**config.mk**
```make
export PLATFORM = sky130hd
export DESIGN_NAME = wbu_commit
export DESIGN_NICKNAME = d
export VERILOG_FILES = /design/src/rtl/wbu_pkg.sv /design/src/rtl/wbu_flush_ctr.sv /design/src/rtl/wbu_commit.sv
export SDC_FILE = /design/constraint.sdc
export NUM_CORES = 1
export LEC_CHECK = 0
export ABC_AREA = 1
export CAP_MARGIN = 10
export CORE_AREA = 10 10 203 129
export DETAILED_ROUTE_END_ITERATION = 10
export DIE_AREA = 0 0 213 139
export PLACE_DENSITY = 0.86
export RECOVER_POWER = 25
export SYNTH_ARGS = -nofsm -noshare
export SYNTH_HDL_FRONTEND = slang
export SYNTH_HIERARCHICAL = 1
export SYNTH_SLANG_ARGS = --single-unit
```
**constraint.sdc**
```tcl
create_clock -name clock -period 5.7 [get_ports clock]
set_input_delay 0.57 -clock clock [delete_from_list [all_inputs] [get_ports clock]]
set_output_delay 0.57 -clock clock [all_outputs]
set_load 0.03 [all_outputs]
```
**src/rtl/wbu_pkg.sv**
```systemverilog
// Shared definitions for the writeback/commit stage.
//   wbu_state_e   : commit FSM states (RUN, FLUSH, HALT)
//   CLS_*         : instruction-class bit ordering shared with EXU
//   FLUSH_CTR_W   : width of the wrong-path drop counter
//   pack_cls      : packs the individual class flags into a class vector
//   is_taken      : taken control transfer decode from a class vector
package wbu_pkg;

  typedef enum logic [1:0] {
    ST_RUN   = 2'd0,
    ST_FLUSH = 2'd1,
    ST_HALT  = 2'd2
  } wbu_state_e;

  localparam int unsigned CLS_BRCH   = 0;
  localparam int unsigned CLS_JAL    = 1;
  localparam int unsigned CLS_JALR   = 2;
  localparam int unsigned CLS_ECALL  = 3;
  localparam int unsigned CLS_MRET   = 4;
  localparam int unsigned CLS_EBREAK = 5;
  localparam int unsigned CLS_W      = 6;

  localparam int unsigned FLUSH_CTR_W = 4;

  function automatic logic [CLS_W-1:0] pack_cls(input logic brch, input logic jal,
                                                input logic jalr, input logic ecall,
                                                input logic mret, input logic ebreak);
    logic [CLS_W-1:0] c;
    c             = '0;
    c[CLS_BRCH]   = brch;
    c[CLS_JAL]    = jal;
    c[CLS_JALR]   = jalr;
    c[CLS_ECALL]  = ecall;
    c[CLS_MRET]   = mret;
    c[CLS_EBREAK] = ebreak;
    return c;
  endfunction

  // Branch taken flag travels in bit 0 of the result.
  function automatic logic is_taken(input logic [CLS_W-1:0] c, input logic res0);
    return c[CLS_JAL] | c[CLS_JALR] | c[CLS_ECALL] | c[CLS_MRET] | (c[CLS_BRCH] & res0);
  endfunction

endpackage

```
**src/rtl/wbu_flush_ctr.sv**
```systemverilog
// Loadable 4-bit down-counter timing the wrong-path drop window.
//   clock, reset : clock, asynchronous active-high reset
//   load         : load LOAD_VAL (entry to FLUSH)
//   dec          : decrement by one (while in FLUSH)
//   done         : count has reached 1, i.e. this is the last FLUSH cycle
module wbu_flush_ctr
  import wbu_pkg::*;
#(
  parameter int unsigned LOAD_VAL = 1
) (
  input  logic clock,
  input  logic reset,
  input  logic load,
  input  logic dec,
  output logic done
);

  localparam logic [FLUSH_CTR_W-1:0] LOAD_CNT = FLUSH_CTR_W'(LOAD_VAL);

  logic [FLUSH_CTR_W-1:0] cnt;

  always_ff @(posedge clock or posedge reset) begin
    if (reset) begin
      cnt <= '0;
    end else if (load) begin
      cnt <= LOAD_CNT;
    end else if (dec && cnt != '0) begin
      cnt <= cnt - 1'b1;
    end
  end

  assign done = (cnt == FLUSH_CTR_W'(1));

endmodule

```
**src/rtl/wbu_commit.sv**
```systemverilog
// Writeback/commit stage. Accepts one executed instruction per cycle from
// EXU (i_valid/o_ready), registers GPR and CSR write ports, pulses a PC
// redirect on taken transfers, drops wrong-path instructions for FLUSH_CYC
// cycles, counts retired instructions and halts on ebreak.
//   clock, reset        : clock, asynchronous active-high reset
//   i_valid / o_ready   : EXU handshake; o_ready only in RUN
//   i_pc, i_pc_next     : instruction PC and computed target
//   i_res               : result; bit 0 is the taken flag for branches
//   i_rd_addr, i_wen    : GPR destination and write request
//   i_csr_addr, i_csr_wen : CSR destination and write request
//   i_brch..i_ebreak    : instruction class flags
//   o_rd_*, o_csr_*     : registered write ports (wen is a pulse)
//   o_redirect(_pc)     : one-cycle redirect pulse and target
//   o_retire(_pc)       : one-cycle retire pulse and retired PC
//   o_instret           : retired-instruction count (wraps)
//   o_halted            : sticky after an accepted ebreak
module wbu_commit
  import wbu_pkg::*;
#(
  parameter int unsigned XLEN      = 32,
  parameter int unsigned RA_W      = 5,
  parameter int unsigned CSR_W     = 12,
  parameter int unsigned CNT_W     = 64,
  parameter int unsigned FLUSH_CYC = 1
) (
  input  logic             clock,
  input  logic             reset,
  input  logic             i_valid,
  output logic             o_ready,
  input  logic [XLEN-1:0]  i_pc,
  input  logic [XLEN-1:0]  i_pc_next,
  input  logic [XLEN-1:0]  i_res,
  input  logic [RA_W-1:0]  i_rd_addr,
  input  logic             i_wen,
  input  logic [CSR_W-1:0] i_csr_addr,
  input  logic             i_csr_wen,
  input  logic             i_brch,
  input  logic             i_jal,
  input  logic             i_jalr,
  input  logic             i_ecall,
  input  logic             i_mret,
  input  logic             i_ebreak,
  output logic             o_rd_wen,
  output logic [RA_W-1:0]  o_rd_addr,
  output logic [XLEN-1:0]  o_rd_wdata,
  output logic             o_csr_wen,
  output logic [CSR_W-1:0] o_csr_addr,
  output logic [XLEN-1:0]  o_csr_wdata,
  output logic             o_redirect,
  output logic [XLEN-1:0]  o_redirect_pc,
  output logic             o_retire,
  output logic [XLEN-1:0]  o_retire_pc,
  output logic [CNT_W-1:0] o_instret,
  output logic             o_halted
);

  wbu_state_e       state;
  logic [CLS_W-1:0] cls;
  logic             accept;
  logic             taken;
  logic             redirect_go;
  logic             flush_done;

  assign cls         = pack_cls(i_brch, i_jal, i_jalr, i_ecall, i_mret, i_ebreak);
  assign o_ready     = (state == ST_RUN);
  assign accept      = i_valid && o_ready;
  assign taken       = is_taken(cls, i_res[0]);
  // ebreak wins over any redirect in the same instruction.
  assign redirect_go = accept && taken && !cls[CLS_EBREAK];

  wbu_flush_ctr #(
    .LOAD_VAL(FLUSH_CYC)
  ) u_flush_ctr (
    .clock(clock),
    .reset(reset),
    .load (redirect_go),
    .dec  (state == ST_FLUSH),
    .done (flush_done)
  );

  always_ff @(posedge clock or posedge reset) begin
    if (reset) begin
      state         <= ST_RUN;
      o_rd_wen      <= 1'b0;
      o_rd_addr     <= '0;
      o_rd_wdata    <= '0;
      o_csr_wen     <= 1'b0;
      o_csr_addr    <= '0;
      o_csr_wdata   <= '0;
      o_redirect    <= 1'b0;
      o_redirect_pc <= '0;
      o_retire      <= 1'b0;
      o_retire_pc   <= '0;
      o_instret     <= '0;
      o_halted      <= 1'b0;
    end else begin
      o_rd_wen   <= 1'b0;
      o_csr_wen  <= 1'b0;
      o_redirect <= 1'b0;
      o_retire   <= 1'b0;
      unique case (state)
        ST_RUN: begin
          if (accept) begin
            o_rd_wen    <= i_wen && (i_rd_addr != '0);
            o_rd_addr   <= i_rd_addr;
            o_rd_wdata  <= i_res;
            o_csr_wen   <= i_csr_wen;
            o_csr_addr  <= i_csr_addr;
            o_csr_wdata <= i_res;
            o_retire    <= 1'b1;
            o_retire_pc <= i_pc;
            o_instret   <= o_instret + CNT_W'(1);
            if (cls[CLS_EBREAK]) begin
              o_halted <= 1'b1;
              state    <= ST_HALT;
            end else if (taken) begin
              o_redirect    <= 1'b1;
              o_redirect_pc <= i_pc_next;
              state         <= ST_FLUSH;
            end
          end
        end
        ST_FLUSH: begin
          if (flush_done) state <= ST_RUN;
        end
        ST_HALT: begin
          state <= ST_HALT;
        end
        default: begin
          state <= ST_RUN;
        end
      endcase
    end
  end

endmodule

```
==> impl_metrics.yaml, run 1 <==
run_status:
  outcome: "complete, but fails checks"
  violations: "max-capacitance violations, max-slew violations"
floorplanning:
  pin_count: 339
  start_util_pct: 39.1
  rows: 43
  fp.dieH_um: 139
  core_area_um2: 22500
  die_x_um: 213
  die-area_um2: 29600
timing:
  skew_ns: 0.0135
  fin_crit_ns: 3.35
  relSlewSlack_pct: -91.5
  rsz0062_at_grt: "false"
  setup_viol: 0
  hold_viol: 0
  max_freq_mhz: 298
  holdWs_ns: 0.479
  slew_violations: 63
  setup_slack_ns: 2.35
  fin_crit_sh_pct: 58.8
  setup_tns_ns: 0
  worst_pin_slew_ns: 2.86
global_route:
  antenna_found_initial: 0
  grt_max_degree: 123
  grt_pass1_vias: 8161
  grt-ovfl-total: 0
  grt_usage_pct: 20.1
  grt_pass1_wl_um: 46700
cts:
  tritoncts_num_sinks: 188
  htree_levels: 4
  cts_resized: 0
  clk_path_buf_depth: 2
  hold_buffers: 0
  path_clk_slew_ns: 0.06
  cts_buffers: 17
  cts_tree: "yes"
  post_cts.repair.setup_buffers: 0
  cts_root_buf: "clkbuf_16"
  insertion_delay_ns: 0.44
yosys:
  synth.area.mux_share_pct: 0
  synthAdderAreaFrac_pct: 0.567
  synth_compound_area_share_pct: 1.12
  avgSynthCellArea_um2: 8.00
  yosysUniqueCellTypes: 34
  syn_inst: 1103
  syn_area_um2: 8820
  yosys_register_bits: 188
  synth_top_area_share_pct: 53.3
  synth.yosys.seq_area_share_pct: 53.3
  yosys.area.top_type: "dfrtp_1"
  synth_top_family_by_area: "simple AND/OR/NAND/NOR gates"
  synth_area_leaders: "dfrtp_1 (53%), nand2_1 (23%), nor2_1 (4.9%), buf_4 (2.7%), inv_1 (2.6%)"
  yosys_warnings: 6
  synth_fp_nets: 1231
  synth-simple-area-share_pct: 34.5
  synth_xor_area_share_pct: 3.77
worst_setup_path:
  r2r_start: "state[1]$_DFFE_PP0P_"
  crit_slowest_cell: "inv_2"
  worstPathRequired_ns: 6.02
  crit_path_start_kind: "input port"
  reg2reg_slack_ns: 2.50
  critPathBufInv: 4
  path_class: "input port to flip-flop"
  worstPathMaxFanout: 35
  slowest_delay_ns: 0.89
  crit_chain: "dlygate4sd3_1 > nand2_1 > inv_2 > nand3_1 > inv_2 > inv_1 > nand4_1 > nand2_1"
  crit_family: "buffers and inverters"
  cp-end-kind: "flip-flop"
  rr_endpoint: "u_flush_ctr/cnt[3]$_DFFE_PP0P_"
  reg2reg_depth: 8
  cp.arrival_ns: 3.67
power:
  p_switching_mw: 2.38
  total_power_mw: 5.88
  p_sw_share_pct: 40.5
  p_clk_share_pct: 20.4
  pwr-share-seq_pct: 34.2
  power.ir.vdd_worst_v: 0.000436
  p_int_mw: 3.50
  p_comb_share_pct: 45.5
  leakage_nw: 5.91
  powerDensity_nw_per_um2: 462
placement:
  placed_cells: 1679
  pre_cts_slack_ns: 2.56
  gp_congestion: 0.951
  numPortBuffers: 338
  dpl.hpwl_um: 23700
layout:
  drive_above_1_share_pct: 3.10
  instances_no_fill: 1710
  nets: 1534
  area_growth_pct: 44.3
  n_antenna_cell: 0
routing:
  dr.max_layer_used: "met4"
  wl_met3_um: 3520
  wirelength_um: 30300
  drt-met1-wl_um: 12700
  viasPerCell: 4.82
  wl_per_cell_um: 17.7
  antenna_left: 0
  dr.pass1.iters: 5
  drc: 0
  route.vias.total: 8235
  drt_iter0_markers: 657
  dr_wl_met2_um: 13700
worst_hold_path:
  hold_depth: 2
  hp-start: "o_retire_pc[23]$_DFFE_PP0P_"
  hold_end: "o_retire_pc[23]$_DFFE_PP0P_"
  holdCritPathClass: "flip-flop to flip-flop"
job:
  drv_cap: 1
-- worst max path at each step --
stage          startpoint                              to  slack (ns)  cells after the start
5_1_grt           i_valid  u_flush_ctr/cnt[3]$_DFFE_PP0P_        1.99                      8
6_report          i_valid  u_flush_ctr/cnt[3]$_DFFE_PP0P_        2.35                      8
4_1_cts           i_valid  u_flush_ctr/cnt[3]$_DFFE_PP0P_        3.03                      8
3_5_place_dp      i_valid  u_flush_ctr/cnt[3]$_DFFE_PP0P_        2.56                      8
2_1_floorplan       reset       o_csr_addr[0]$_DFFE_PP0P_        0.13                      1
3_3_place_gp      i_valid  u_flush_ctr/cnt[3]$_DFFE_PP0P_        2.63                      8
-- power groups by stage --
stage                     logic (mW)  registers (mW)  clock network (mW)
after global placement          2.66            2.01                   0
after CTS                       2.71            2.01                1.23
after detailed placement        2.71            2.02                   0
after global routing            2.82            2.06                1.28
after floorplan                0.762            2.78                   0
final                           2.67            2.01                1.20
-- state kept, by name (all words and copies together), names as in the netlist, 2 cells and up --
| signal | cells |
|---|---|
| u_flush_ctr/cnt | 4 |
| o_retire_pc | 32 |
| o_redirect_pc | 32 |
| o_csr_addr | 12 |
| o_instret | 64 |
| o_rd_addr | 5 |
| o_csr_wdata | 32 |
| state | 2 |
-- layout make-up --
type | instances | area, um^2
Inverter | 63 | 238
Clock buffer | 22 | 474
Fill cell | 2000 | 9810
Multi-Input combinational cell | 795 | 3420
Tap cell | 292 | 365
Sequential cell | 188 | 4700
Clock inverter | 9 | 111
Timing Repair Buffer | 341 | 3420
-- cells in the mapped netlist, drive strengths merged --
cell type / count
ha: 4
clkbuf: 9
buf: 48
nand2: 546
o21bai: 1
dfrtp: 188
xnor2: 20
a31oi: 1
o21ai: 12
nor3b: 1
and2: 2
nor2: 129
a21oi: 1
or2: 1
xor2: 18
o22a: 1
nand4: 8
nor3: 10
nand3b: 16
nand3: 24
inv: 63
-- cells in the final DEF (no fill, tap or decap), drive strengths merged, types with 2 or more instances in the layout --
cell	n
clkbuf	22
nand4	8
bufinv	2
o21ai	12
nand2	546
nand3	24
nand3b	16
xnor2	20
clkinvlp	3
nor3	10
inv	64
ha	4
buf	3
clkinv	3
dfrtp	188
dlygate4sd3	2
nor2	129
xor2	18
and2	2
clkdlybuf4s50	336
-- worst reg2reg max path, delay by kind of cell (launching register included) --
family / cells / cell delay [ns]
AND/OR/NAND/NOR: 5 / 1.42
buffers and inverters: 3 / 1.23
flip-flops: 1 / 0.44
-- stage by stage --
step                      util (%)  instance area, um^2
after floorplan                  -                 8820
after global placement        54.4                12300
after detailed placement      54.4                12300
after CTS                     57.0                12800
after global routing          56.5                12700
final                         56.5                12700
-- cell families (layout without fill, tap and decap cells) --
group	Yosys count	after routing
flip-flops	188	188
AO/OA/AOI/OAI	16	16
adder cells (fa/ha/maj)	4	4
AND/OR/NAND/NOR	737	737
buffers and inverters	120	435
XOR/XNOR	38	38
-- routing by layer --
metal  track usage, %  up-vias
met3             8.76       23
met1             25.5     3920
met5                0        -
met4             4.38        0
li1                 -     3928
met2             31.0      364
Note: power is estimated with default switching activity, not from simulation.
==> run 2, diff against run 1 <==
--- a/config.mk
+++ b/config.mk
@@ -7,10 +7,10 @@
 export LEC_CHECK = 0
 export ABC_AREA = 1
 export CAP_MARGIN = 10
-export CORE_AREA = 10 10 203 129
+export CORE_AREA = 10 10 194 123
 export DETAILED_ROUTE_END_ITERATION = 10
-export DIE_AREA = 0 0 213 139
-export PLACE_DENSITY = 0.86
+export DIE_AREA = 0 0 204 133
+export PLACE_DENSITY = 0.9
 export RECOVER_POWER = 25
 export SYNTH_ARGS = -nofsm -noshare
 export SYNTH_HDL_FRONTEND = slang
==> constraint.sdc (replaced) <==
create_clock -name clock -period 3.1 [get_ports clock]
set_input_delay 0.31 -clock clock [delete_from_list [all_inputs] [get_ports clock]]
set_output_delay 0.31 -clock clock [all_outputs]
set_load 0.03 [all_outputs]
==> impl_metrics.yaml, run 2 (same netlist as run 1, synthesis figures left out) <==
run_status:
  outcome: "complete, but fails checks"
  violations: "max-capacitance violations, max-slew violations"
worst_setup_path:
  reg2reg_depth: 8
  path_class: "input port to asynchronous set/reset pin"
  crit_path_start_kind: "input port"
  worstPathRequired_ns: 3.26
  cp.arrival_ns: 2.43
  rr_endpoint: "u_flush_ctr/cnt[3]$_DFFE_PP0P_"
  reg2reg_slack_ns: 0.90
  cp-end-kind: "asynchronous set/reset pin"
  worstPathMaxFanout: 81
  r2r_start: "state[1]$_DFFE_PP0P_"
floorplanning:
  core_area_um2: 20500
  fp.dieH_um: 133
  pin_count: 339
  rows: 41
  die_x_um: 204
  die-area_um2: 27100
  start_util_pct: 43.1
placement:
  gp_congestion: 0.952
  numPortBuffers: 338
  pre_cts_slack_ns: 0.621
  dpl.hpwl_um: 23200
routing:
  dr.pass1.iters: 5
  wl_per_cell_um: 17.5
  drc: 0
  antenna_left: 0
  wirelength_um: 29700
  viasPerCell: 4.80
  route.vias.total: 8166
  drt_iter0_markers: 666
cts:
  tritoncts_num_sinks: 188
  insertion_delay_ns: 0.44
  cts_tree: "yes"
  cts_resized: 0
  post_cts.repair.setup_buffers: 0
  htree_levels: 4
  clk_path_buf_depth: 2
  path_clk_slew_ns: 0.07
  cts_root_buf: "clkbuf_16"
  cts_buffers: 17
  hold_buffers: 0
global_route:
  grt_usage_pct: 21.7
  antenna_found_initial: 0
  grt_pass1_wl_um: 46200
  grt_pass1_vias: 8132
  grt-ovfl-total: 0
  grt_max_degree: 104
timing:
  rsz0062_at_grt: "false"
  hold_viol: 0
  max_freq_mhz: 441
  setup_tns_ns: 0
  setup_slack_ns: 0.830
  fin_crit_sh_pct: 73.2
  setup_viol: 0
  worst_pin_slew_ns: 1.95
  relSlewSlack_pct: -30.1
  slew_violations: 82
  skew_ns: 0.0138
  fin_crit_ns: 2.27
layout:
  layout_common_cells: "nand2_1 (538), clkdlybuf4s50_1 (337), dfrtp_1 (188)"
  regMostFlops: "o_instret"
  drive_above_1_share_pct: 4.86
  area_growth_pct: 45.3
  n_antenna_cell: 0
  nets: 1536
  largest_reg_flops: 64
  layout_commonest_cell: "nand2_1"
worst_hold_path:
  holdCritPathClass: "input port to asynchronous set/reset pin"
power:
  total_power_mw: 10.8
  powerDensity_nw_per_um2: 839
  power.ir.vdd_worst_v: 0.000859
  leakage_nw: 5.98
job:
  drv_cap: 1
-- run 2: changes by cell type in the layout (fill, tap and decap cells not counted), moves of 2 or more --
cell / previous run / this run
nor2_1: 123 / 115
nand2_1: 545 / 538
nand2_2: 1 / 6
nor2_4: 1 / 6
clkinv_2: 2 / 5
nand3_1: 24 / 21
nand3_2: 0 / 3
clkbuf_1: 2 / 0
nand2_4: 0 / 2
nor2_2: 4 / 6
o21ai_0: 10 / 8
o21ai_1: 2 / 4
-- run 2: worst max path at each step --
stage                         start                             end  slack [ns]  cells after the start
4_1_cts        state[1]$_DFFE_PP0P_  u_flush_ctr/cnt[3]$_DFFE_PP0P_        0.86                      8
5_1_grt                       reset        o_rd_addr[3]$_DFFE_PP0P_        0.46                      3
3_5_place_dp                i_valid  u_flush_ctr/cnt[3]$_DFFE_PP0P_        0.62                      8
3_3_place_gp                i_valid  u_flush_ctr/cnt[3]$_DFFE_PP0P_        0.72                      8
2_1_floorplan                 reset       o_csr_addr[0]$_DFFE_PP0P_        0.43                      1
6_report                      reset        o_rd_addr[3]$_DFFE_PP0P_        0.83                      3
-- run 2: metal layers --
metal  GRT usage, %  share of wire (%)
met1           27.5                 42
met4           6.68                2.0
met3           9.53                 12
met5              0                  0
met2           32.6                 44
-- run 2: cell type report --
cell class,count,area [um^2]
Clock inverter,13,113
Fill cell,1689,7650
Clock buffer,19,453
Inverter,63,238
Sequential cell,188,4700
Multi-Input combinational cell,795,3530
Tap cell,279,349
Timing Repair Buffer,343,3430
-- run 2: worst max-delay path, stage by stage --
cell and delay, ns:
dlygate4sd3_1 0.57, clkinvlp_2 0.09, clkbuf_2 1.39
-- run 2: through the flow --
step	utilization, %	hold slack (ns)	instance area, um^2	cells
2_1_floorplan	-	0.0761	8830	1103
3_3_place_gp	60.0	0.460	12300	1668
3_5_place_dp	60.0	0.464	12300	1668
4_1_cts	62.8	0.145	12800	1700
5_1_grt	62.6	0.250	12800	1700
6_report	62.6	0.246	12800	1700
-- run 2: report_power, final --
group / total [mW] / switching (mW) / internal (mW)
sequential: 3.70 / 0.519 / 3.18
clock: 2.13 / 0.980 / 1.15
combinational: 4.92 / 2.92 / 2.00
